File: config.mk
export PLATFORM = sky130hd
export DESIGN_NAME = demux1x2_reg_flat
export DESIGN_NICKNAME = d
export VERILOG_FILES = /design/src/rtl/demux_pkg.sv /design/src/rtl/demux1x2_reg_if.sv /design/src/rtl/demux_slot.sv /design/src/rtl/demux1x2_reg.sv /design/src/flat_wrapper.sv
export SDC_FILE = /design/constraint.sdc
export NUM_CORES = 1
export LEC_CHECK = 0
export BUFFER_PORTS_ARGS = -buffer_cell sky130_fd_sc_hd__buf_2
export CAP_MARGIN = 20
export CORE_UTILIZATION = 49
export DETAILED_ROUTE_END_ITERATION = 7
export HOLD_SLACK_MARGIN = 0.02
export PLACE_DENSITY = 0.79
export SYNTH_ARGS = -nofsm -noshare
export SYNTH_HDL_FRONTEND = slang
export SYNTH_SLANG_ARGS = --single-unit
File: constraint.sdc
create_clock -name Clk -period 1.9 [get_ports Clk]
set_input_delay 0.38 -clock Clk [delete_from_list [all_inputs] [get_ports Clk]]
set_output_delay 0.38 -clock Clk [all_outputs]
set_load 0.05 [all_outputs]
File: src/rtl/demux_pkg.sv
// Shared types and helpers for the registered 1-to-2 demultiplexer.
// Holds the slot state encoding, the destination codes and the slot-acceptance rule.
package demux_pkg;

    typedef enum logic [0:0] {
        SLOT_EMPTY = 1'b0,
        SLOT_FULL  = 1'b1
    } slot_state_t;

    localparam logic SEL_A = 1'b0;
    localparam logic SEL_B = 1'b1;

    // A slot can take a new word when it is empty or its current word leaves this edge.
    function automatic logic slot_can_take(input logic valid, input logic ready);
        return (!valid) || ready;
    endfunction

endpackage

File: src/rtl/demux1x2_reg_if.sv
// Stream bundle for demux1x2_reg: one valid/ready input stream and two output streams,
// plus the per-output delivered-word counters.
interface demux1x2_reg_if #(
    parameter int WIDTH = 32,
    parameter int CNT_W = 16
);
    logic [WIDTH-1:0] in_data;
    logic             in_sel;
    logic             in_valid;
    logic             in_ready;
    logic [WIDTH-1:0] outA_data;
    logic             outA_valid;
    logic             outA_ready;
    logic [WIDTH-1:0] outB_data;
    logic             outB_valid;
    logic             outB_ready;
    logic [CNT_W-1:0] cntA;
    logic [CNT_W-1:0] cntB;

    modport master (
        output in_data, in_sel, in_valid, outA_ready, outB_ready,
        input  in_ready, outA_data, outA_valid, outB_data, outB_valid, cntA, cntB
    );

    modport slave (
        input  in_data, in_sel, in_valid, outA_ready, outB_ready,
        output in_ready, outA_data, outA_valid, outB_data, outB_valid, cntA, cntB
    );
endinterface

File: src/rtl/demux_slot.sv
// One-entry output holding register with its EMPTY/FULL FSM and a wrapping
// counter of words delivered to the consumer.
module demux_slot
    import demux_pkg::*;
#(
    parameter int WIDTH = 32,
    parameter int CNT_W = 16
) (
    input  logic             Clk,
    input  logic             Reset,
    input  logic             load,
    input  logic [WIDTH-1:0] ld_data,
    input  logic             ready,
    output logic             valid,
    output logic [WIDTH-1:0] data,
    output logic [CNT_W-1:0] cnt
);

    slot_state_t      state_r;
    slot_state_t      state_s;
    logic [WIDTH-1:0] data_r;
    logic [CNT_W-1:0] cnt_r;
    logic             drain_s;

    assign drain_s = (state_r == SLOT_FULL) && ready;

    // Next-state: a load always leaves the slot full, even when the old word drains.
    always_comb begin
        state_s = state_r;
        case (state_r)
            SLOT_EMPTY: begin
                if (load) begin
                    state_s = SLOT_FULL;
                end else begin
                    state_s = SLOT_EMPTY;
                end
            end
            SLOT_FULL: begin
                if (load) begin
                    state_s = SLOT_FULL;
                end else if (ready) begin
                    state_s = SLOT_EMPTY;
                end else begin
                    state_s = SLOT_FULL;
                end
            end
            default: state_s = SLOT_EMPTY;
        endcase
    end

    // Slot state register.
    always_ff @(posedge Clk) begin
        if (Reset) begin
            state_r <= SLOT_EMPTY;
        end else begin
            state_r <= state_s;
        end
    end

    // Held word: only a load changes it, so a drained slot keeps showing its last word.
    always_ff @(posedge Clk) begin
        if (Reset) begin
            data_r <= '0;
        end else if (load) begin
            data_r <= ld_data;
        end else begin
            data_r <= data_r;
        end
    end

    // Delivered-word counter, wraps naturally at 2^CNT_W.
    always_ff @(posedge Clk) begin
        if (Reset) begin
            cnt_r <= '0;
        end else if (drain_s) begin
            cnt_r <= cnt_r + CNT_W'(1);
        end else begin
            cnt_r <= cnt_r;
        end
    end

    assign valid = (state_r == SLOT_FULL);
    assign data  = data_r;
    assign cnt   = cnt_r;

endmodule

File: src/rtl/demux1x2_reg.sv
// Registered 1-to-2 demultiplexer: steers each accepted input word into output
// slot A (in_sel=0) or B (in_sel=1); each slot stalls independently.
module demux1x2_reg
    import demux_pkg::*;
#(
    parameter int WIDTH = 32,
    parameter int CNT_W = 16
) (
    input  logic          Clk,
    input  logic          Reset,
    demux1x2_reg_if.slave bus
);

    logic             take_s;
    logic             load_a_s;
    logic             load_b_s;
    logic             a_valid_s;
    logic             b_valid_s;
    logic [WIDTH-1:0] a_data_s;
    logic [WIDTH-1:0] b_data_s;
    logic [CNT_W-1:0] a_cnt_s;
    logic [CNT_W-1:0] b_cnt_s;

    // in_ready looks only at the selected slot so a stalled consumer never blocks the other.
    always_comb begin
        take_s = 1'b0;
        if (Reset) begin
            take_s = 1'b0;
        end else if (bus.in_sel == SEL_B) begin
            take_s = slot_can_take(b_valid_s, bus.outB_ready);
        end else begin
            take_s = slot_can_take(a_valid_s, bus.outA_ready);
        end
    end

    assign load_a_s = bus.in_valid && take_s && (bus.in_sel == SEL_A);
    assign load_b_s = bus.in_valid && take_s && (bus.in_sel == SEL_B);

    demux_slot #(
        .WIDTH (WIDTH),
        .CNT_W (CNT_W)
    ) u_slot_a (
        .Clk     (Clk),
        .Reset   (Reset),
        .load    (load_a_s),
        .ld_data (bus.in_data),
        .ready   (bus.outA_ready),
        .valid   (a_valid_s),
        .data    (a_data_s),
        .cnt     (a_cnt_s)
    );

    demux_slot #(
        .WIDTH (WIDTH),
        .CNT_W (CNT_W)
    ) u_slot_b (
        .Clk     (Clk),
        .Reset   (Reset),
        .load    (load_b_s),
        .ld_data (bus.in_data),
        .ready   (bus.outB_ready),
        .valid   (b_valid_s),
        .data    (b_data_s),
        .cnt     (b_cnt_s)
    );

    assign bus.in_ready   = take_s;
    assign bus.outA_valid = a_valid_s;
    assign bus.outA_data  = a_data_s;
    assign bus.cntA       = a_cnt_s;
    assign bus.outB_valid = b_valid_s;
    assign bus.outB_data  = b_data_s;
    assign bus.cntB       = b_cnt_s;

endmodule

File: src/flat_wrapper.sv
// flat-port wrapper written by rule: the top's interface ports become plain ports
module demux1x2_reg_flat import demux_pkg::*;
#(
    parameter int WIDTH = 32,
    parameter int CNT_W = 16
)
  (Clk, Reset, bus_in_data, bus_in_sel, bus_in_valid, bus_outA_ready, bus_outB_ready, bus_in_ready, bus_outA_data, bus_outA_valid, bus_outB_data, bus_outB_valid, bus_cntA, bus_cntB);
  demux1x2_reg_if #(.WIDTH(WIDTH), .CNT_W(CNT_W)) bus_i ();
  input  logic Clk;
  input  logic Reset;
  input wire logic [$bits(bus_i.in_data)-1:0] bus_in_data;
  input wire logic [$bits(bus_i.in_sel)-1:0] bus_in_sel;
  input wire logic [$bits(bus_i.in_valid)-1:0] bus_in_valid;
  input wire logic [$bits(bus_i.outA_ready)-1:0] bus_outA_ready;
  input wire logic [$bits(bus_i.outB_ready)-1:0] bus_outB_ready;
  output wire logic [$bits(bus_i.in_ready)-1:0] bus_in_ready;
  output wire logic [$bits(bus_i.outA_data)-1:0] bus_outA_data;
  output wire logic [$bits(bus_i.outA_valid)-1:0] bus_outA_valid;
  output wire logic [$bits(bus_i.outB_data)-1:0] bus_outB_data;
  output wire logic [$bits(bus_i.outB_valid)-1:0] bus_outB_valid;
  output wire logic [$bits(bus_i.cntA)-1:0] bus_cntA;
  output wire logic [$bits(bus_i.cntB)-1:0] bus_cntB;
  assign bus_i.in_data = bus_in_data;
  assign bus_i.in_sel = bus_in_sel;
  assign bus_i.in_valid = bus_in_valid;
  assign bus_i.outA_ready = bus_outA_ready;
  assign bus_i.outB_ready = bus_outB_ready;
  assign bus_in_ready = bus_i.in_ready;
  assign bus_outA_data = bus_i.outA_data;
  assign bus_outA_valid = bus_i.outA_valid;
  assign bus_outB_data = bus_i.outB_data;
  assign bus_outB_valid = bus_i.outB_valid;
  assign bus_cntA = bus_i.cntA;
  assign bus_cntB = bus_i.cntB;
  demux1x2_reg #(.WIDTH(WIDTH), .CNT_W(CNT_W)) u_core (.Clk(Clk), .Reset(Reset), .bus(bus_i));
endmodule
== After elaboration in Yosys (flattened, before gate mapping) ==
Index checks and enable logic that the tools add are counted.
Word-level totals
  register bits: 98
  bits of input ports: 38
Cells by class
  $add $sub $neg: 2
  mux-type cells: 10
  bitwise operators: 3
  reductions and logical operators: 9
Operator list (count)
  16-bit by 1-bit adder with 16-bit output (second input constant): 2
  1-bit two-way mux: 8
  1-bit logical AND: 5
  1-bit one-hot mux with 2 select lines: 2
  1-bit inverter: 3
  1-bit zero test: 2
  1-bit logical OR: 2

== Logic depth before layout (Yosys ltp) ==
  word-level depth: 8
  depth in mapped cells: 6
  mapped depth without buffers: 5

== Modules after synthesis ==
Synthesis repeated with hierarchy kept, for this count alone.
Unflattened totals
  cell total of the unflattened synthesis: 389
  area, all modules: 3819.9 um^2
By module, submodules not included
  demux_slot: instances 2, cells each 191, area an instance 1883.1 um^2, sequential area each 980.9 um^2
  demux1x2_reg: instances 1, cells each 7, area an instance 53.8 um^2, sequential area each 0.0 um^2

== Worst setup path after synthesis ==
Ideal clock, no wire load.
  kind: input-to-output
  from: in Reset
  to: out bus_in_ready
  data arrival time: 1.605 ns
  required time: 1.520 ns
  path slack: -0.085 ns
  stages: 4
  buffers on the path: 3
  cells stage by stage: buf_2 -> buf_1 -> buf_1 -> nor2_1
On the way
  cells in the longest elaborated chain, start to end: 1
Ends and longest elaborated chain
  start: declaration: line flat_wrapper.sv:10  | input logic Reset;
  1-bit two-way mux: line demux1x2_reg.sv:27  | if (Reset) begin
  end: declaration: line flat_wrapper.sv:16  | output wire logic [$bits(bus_i.in_ready)-1:0] bus_in_ready;
No other way between the ends.

== Worst setup path in the final report ==
  from: reg u_core.u_slot_b.state_r, in the netlist u_core.u_slot_b.valid
  to: out bus_in_ready
On the way
  cells in the longest elaborated chain, start to end: 4
Ends and longest elaborated chain
  start: declaration: line demux_slot.sv:19  | slot_state_t state_r;
  start signal: assignment: line demux_slot.sv:56  | state_r <= state_s;
  1-bit zero test: line demux_pkg.sv:15  | return (!valid) || ready;
  1-bit logical OR: line demux_pkg.sv:15
  1-bit two-way mux: line demux1x2_reg.sv:29  | end else if (bus.in_sel == SEL_B) begin
  1-bit two-way mux: line demux1x2_reg.sv:27
No other way between the ends.

==> run metrics <==
reg2reg path depth 5; critical path peak fanout 7; relative slew slack 71.3%; CP arrival about 1.4 ns; Worst EP required approximately 1.5 ns; Leakage roughly 0.002 uW; Top FF cell, synth dfxtp_1; Seq/Total Area, Yosys roughly 53%; crit end category output pin; Yosys warnings 0; switching power roughly 1100 uW; Pre-antenna DRT Iters 5; CTS tree yes; PortBufs 136; dpl hpwl 6.18 mm; post-synthesis register bit count between 90 and 100; Critical R2R Launch u_core.u_slot_a.cnt[0]$_SDFFE_PP0P_; initial cell density of the core 51.2%; top post-synthesis cells by area dfxtp_1 53%, nand2_1 14%, a21oi_1 9.8%, xnor2_1 4.0%, nor2_1 3.2%; Die Ht approximately 90 um; status complete, no violations; Setup Viol. Count Final 0; Ports 137; post-synthesis compound-gate area fraction between 10% and 20%; DR iter-0 viols 127; internal power consumption ~2900 uW; CTS H-tree lvls 3; crit path time final approximately 1.8 ns; Max-Cap Viols 0; asr flop ratio synth 0%; worst slew pin tran 0.430 ns; HP Start bus_in_data[14]; Hold Buf Count CTS 0; Synth Cell Area 0.00373 mm^2; clk_skew between 0.01 and 0.015 ns; Total GRT Usage around 22%; remaining antenna violation count 0; largest area contributor in the netlist dfxtp_1; Die Span X approximately 90 um; CP top delay family flip-flops; largest stage delay on the critical path slightly below 0.4 ns; Peak VDD IR 0.478 mV; worst-path cell chain or2b_1, a21oi_2, nor2_2, buf_2; Fin. Hold Viols 0; Vias around 3500; hold path endpoint u_core.u_slot_a.data[14]$_SDFFE_PP0P_; CTS Sinks 98; Inserted Diodes 0; sequential share of power roughly 54%; Final Power about 3900 uW; clock slew at reported path FFs about 0.1 ns; first-pass GRT wire length between 10 and 15 mm; XOR/XNOR Fraction of Synth Area under 10%; Avg Cell Area, Syn roughly 8.1 um^2; critical path's slowest cell dfxtp_4; routed vias/inst about 5.1; Layout area overhead 27.2%; flop2flop setup slack 0.21 ns; largest family of logic cells by synthesized area simple AND/OR/NAND/NOR gates; CTS buffer count 9; crit start category flop; fin nets 630; Layout fillers ~650; Cells after Synth 460; Clock power frac approximately a third; top cell type's share of synthesized area a little over half; hold depth 3; simple-gate share of the synthesized area 26.5%; R2R Path End u_core.u_slot_a.cnt[12]$_SDFFE_PP0P_; RSZ-0062 raised after global routing false; mux cell area share after synthesis 0.905%; fin crit share a little over nine tenths; setup_tns 0 ns; clk buf depth 2; FMAX between 500 and 600 MHz; sw frac between 20% and 30%; Stages on worst setup path 4; gpl congestion ~0.8; DR DRC count 0; Max Slew Vio Count 0; worst skew pair latency between 0.3 and 0.4 ns; Post-Synth Adder-Cell Area less than 1%; Critical path buffers and inverters 1; type of the worst setup path flop to output pin; initial antenna violation count 0; share of power burned in combinational logic between 10% and 20%; drt wl/cell between 10 and 15 um; EDFF count, synth 0; Syn Nets 500; std cell rows 31; share of layout cells above drive strength 1 just under 30%; Hold Crit Class primary input to flop; grt ovf 0; pwr/cell area about 830 mW/mm^2; Post-Route WL ~9 mm; pin count of the biggest net entering global routing slightly above 100; core region area around 0.0073 mm^2; Clock Root Buffer clkbuf_8; die area ~0.008 mm^2; post-synth cell types 31; number of global-route vias before repair 3167
## flip-flops by register name, summed over array words and instances (netlist names)
name and flops:
u_core.u_slot_b.valid 1, u_core.u_slot_a.cnt 16, u_core.u_slot_a.valid 1, u_core.u_slot_b.data 32, u_core.u_slot_b.cnt 16, u_core.u_slot_a.data 32
## cells in the final DEF, fill, tap and decap left out, types with 2 or more instances in the layout
cell type | synthesis | routed
nor2b_1 | 5 | 4
ha_1 | 2 | 2
clkbuf_8 | 0 | 10
buf_2 | 12 | 136
dfxtp_1 | 98 | 96
nor3_1 | 6 | 6
xor2_1 | 5 | 5
a21oi_1 | 73 | 72
clkinvlp_4 | 0 | 2
o21ai_0 | 4 | 4
nand4_1 | 6 | 6
and4_1 | 2 | 2
xnor2_1 | 17 | 17
nor2_1 | 32 | 31
nor4_1 | 7 | 7
inv_6 | 0 | 2
nand3_1 | 16 | 16
inv_1 | 8 | 8
buf_4 | 0 | 6
buf_12 | 0 | 2
or3_1 | 4 | 4
nand2_1 | 136 | 136
mux2_2 | 2 | 2
## worst max-delay path by stage
| stage | startpoint | end |
|---|---|---|
| finish | u_core.u_slot_b.valid$_SDFF_PP0_ | bus_in_ready |
| global route | u_core.u_slot_b.valid$_SDFF_PP0_ | bus_in_ready |
| CTS | u_core.u_slot_a.valid$_SDFF_PP0_ | bus_in_ready |
| detailed placement | bus_outA_ready | u_core.u_slot_a.data[12]$_SDFFE_PP0P_ |
| global placement | bus_outA_ready | bus_in_ready |
| floorplan | u_core.u_slot_b.cnt[4]$_SDFFE_PP0P_ | u_core.u_slot_b.cnt[15]$_SDFFE_PP0P_ |
## per-layer routing
layer	GRT usage [%]	wire length, um
met5	0	0
met4	8.37	126
met3	5.45	741
met2	39.4	4290
met1	26.3	3830
## cell usage after synthesis (7+ instances only)
cell type  instances
nand2_1          136
dfxtp_1           98
a21oi_1           73
nor2_1            32
xnor2_1           17
nand3_1           16
buf_2             12
inv_1              8
clkbuf_1           7
nor4_1             7
## cell type report
type,count,area [um^2],area share [%]
Timing Repair Buffer,144,766,16.1
Multi-Input combinational cell,329,1650,34.8
Sequential cell,98,1970,41.4
Tap cell,99,124,2.61
Clock inverter,6,71.3,1.50
Clock buffer,10,138,2.90
Inverter,8,30.0,0.632
## tightest hold or removal path, cell delays in order
cell,delay [ns]
buf_2,0.10
nand2_1,0.05
a21oi_1,0.05
## metrics by stage
stage | cell area [um^2] | std cells | util (%) | hold slack, ns | setup slack (ns)
CTS | 4740 | 694 | 65.0 | 0.247 | 0.0210
global route | 4750 | 694 | 65.1 | 0.249 | 0.0169
global placement | 4520 | 678 | 62.0 | 0.438 | 0.208
floorplan | 3740 | 460 | - | 0.516 | 0.0564
finish | 4750 | 694 | 65.1 | 0.261 | 0.0778
detailed placement | 4520 | 678 | 62.0 | 0.444 | 0.192
## repair_timing
item                       4_1_cts  5_1_grt
buffers inserted                 0        0
resized for setup                3        3
setup endpoints to repair        1        1
## kinds of logic after synthesis
| logic type | count (synthesis) |
|---|---|
| muxes | 3 |
| buffers and inverters | 33 |
| adders and majority gates | 2 |
| AOI/OAI and AO/OA | 78 |
| DFF | 98 |
| xor gates and xnor gates | 22 |
| and+or+nand+nor | 224 |
## power groups by stage
stage / registers, uW / logic [uW] / clock network (uW)
after floorplan: 2340 / 125 / 0
after global placement: 2170 / 422 / 0
after detailed placement: 2170 / 427 / 0
after CTS: 2130 / 430 / 1410
after global routing: 2130 / 461 / 1490
final: 2130 / 429 / 1370
Note: power is estimated with default switching activity, not from simulation.
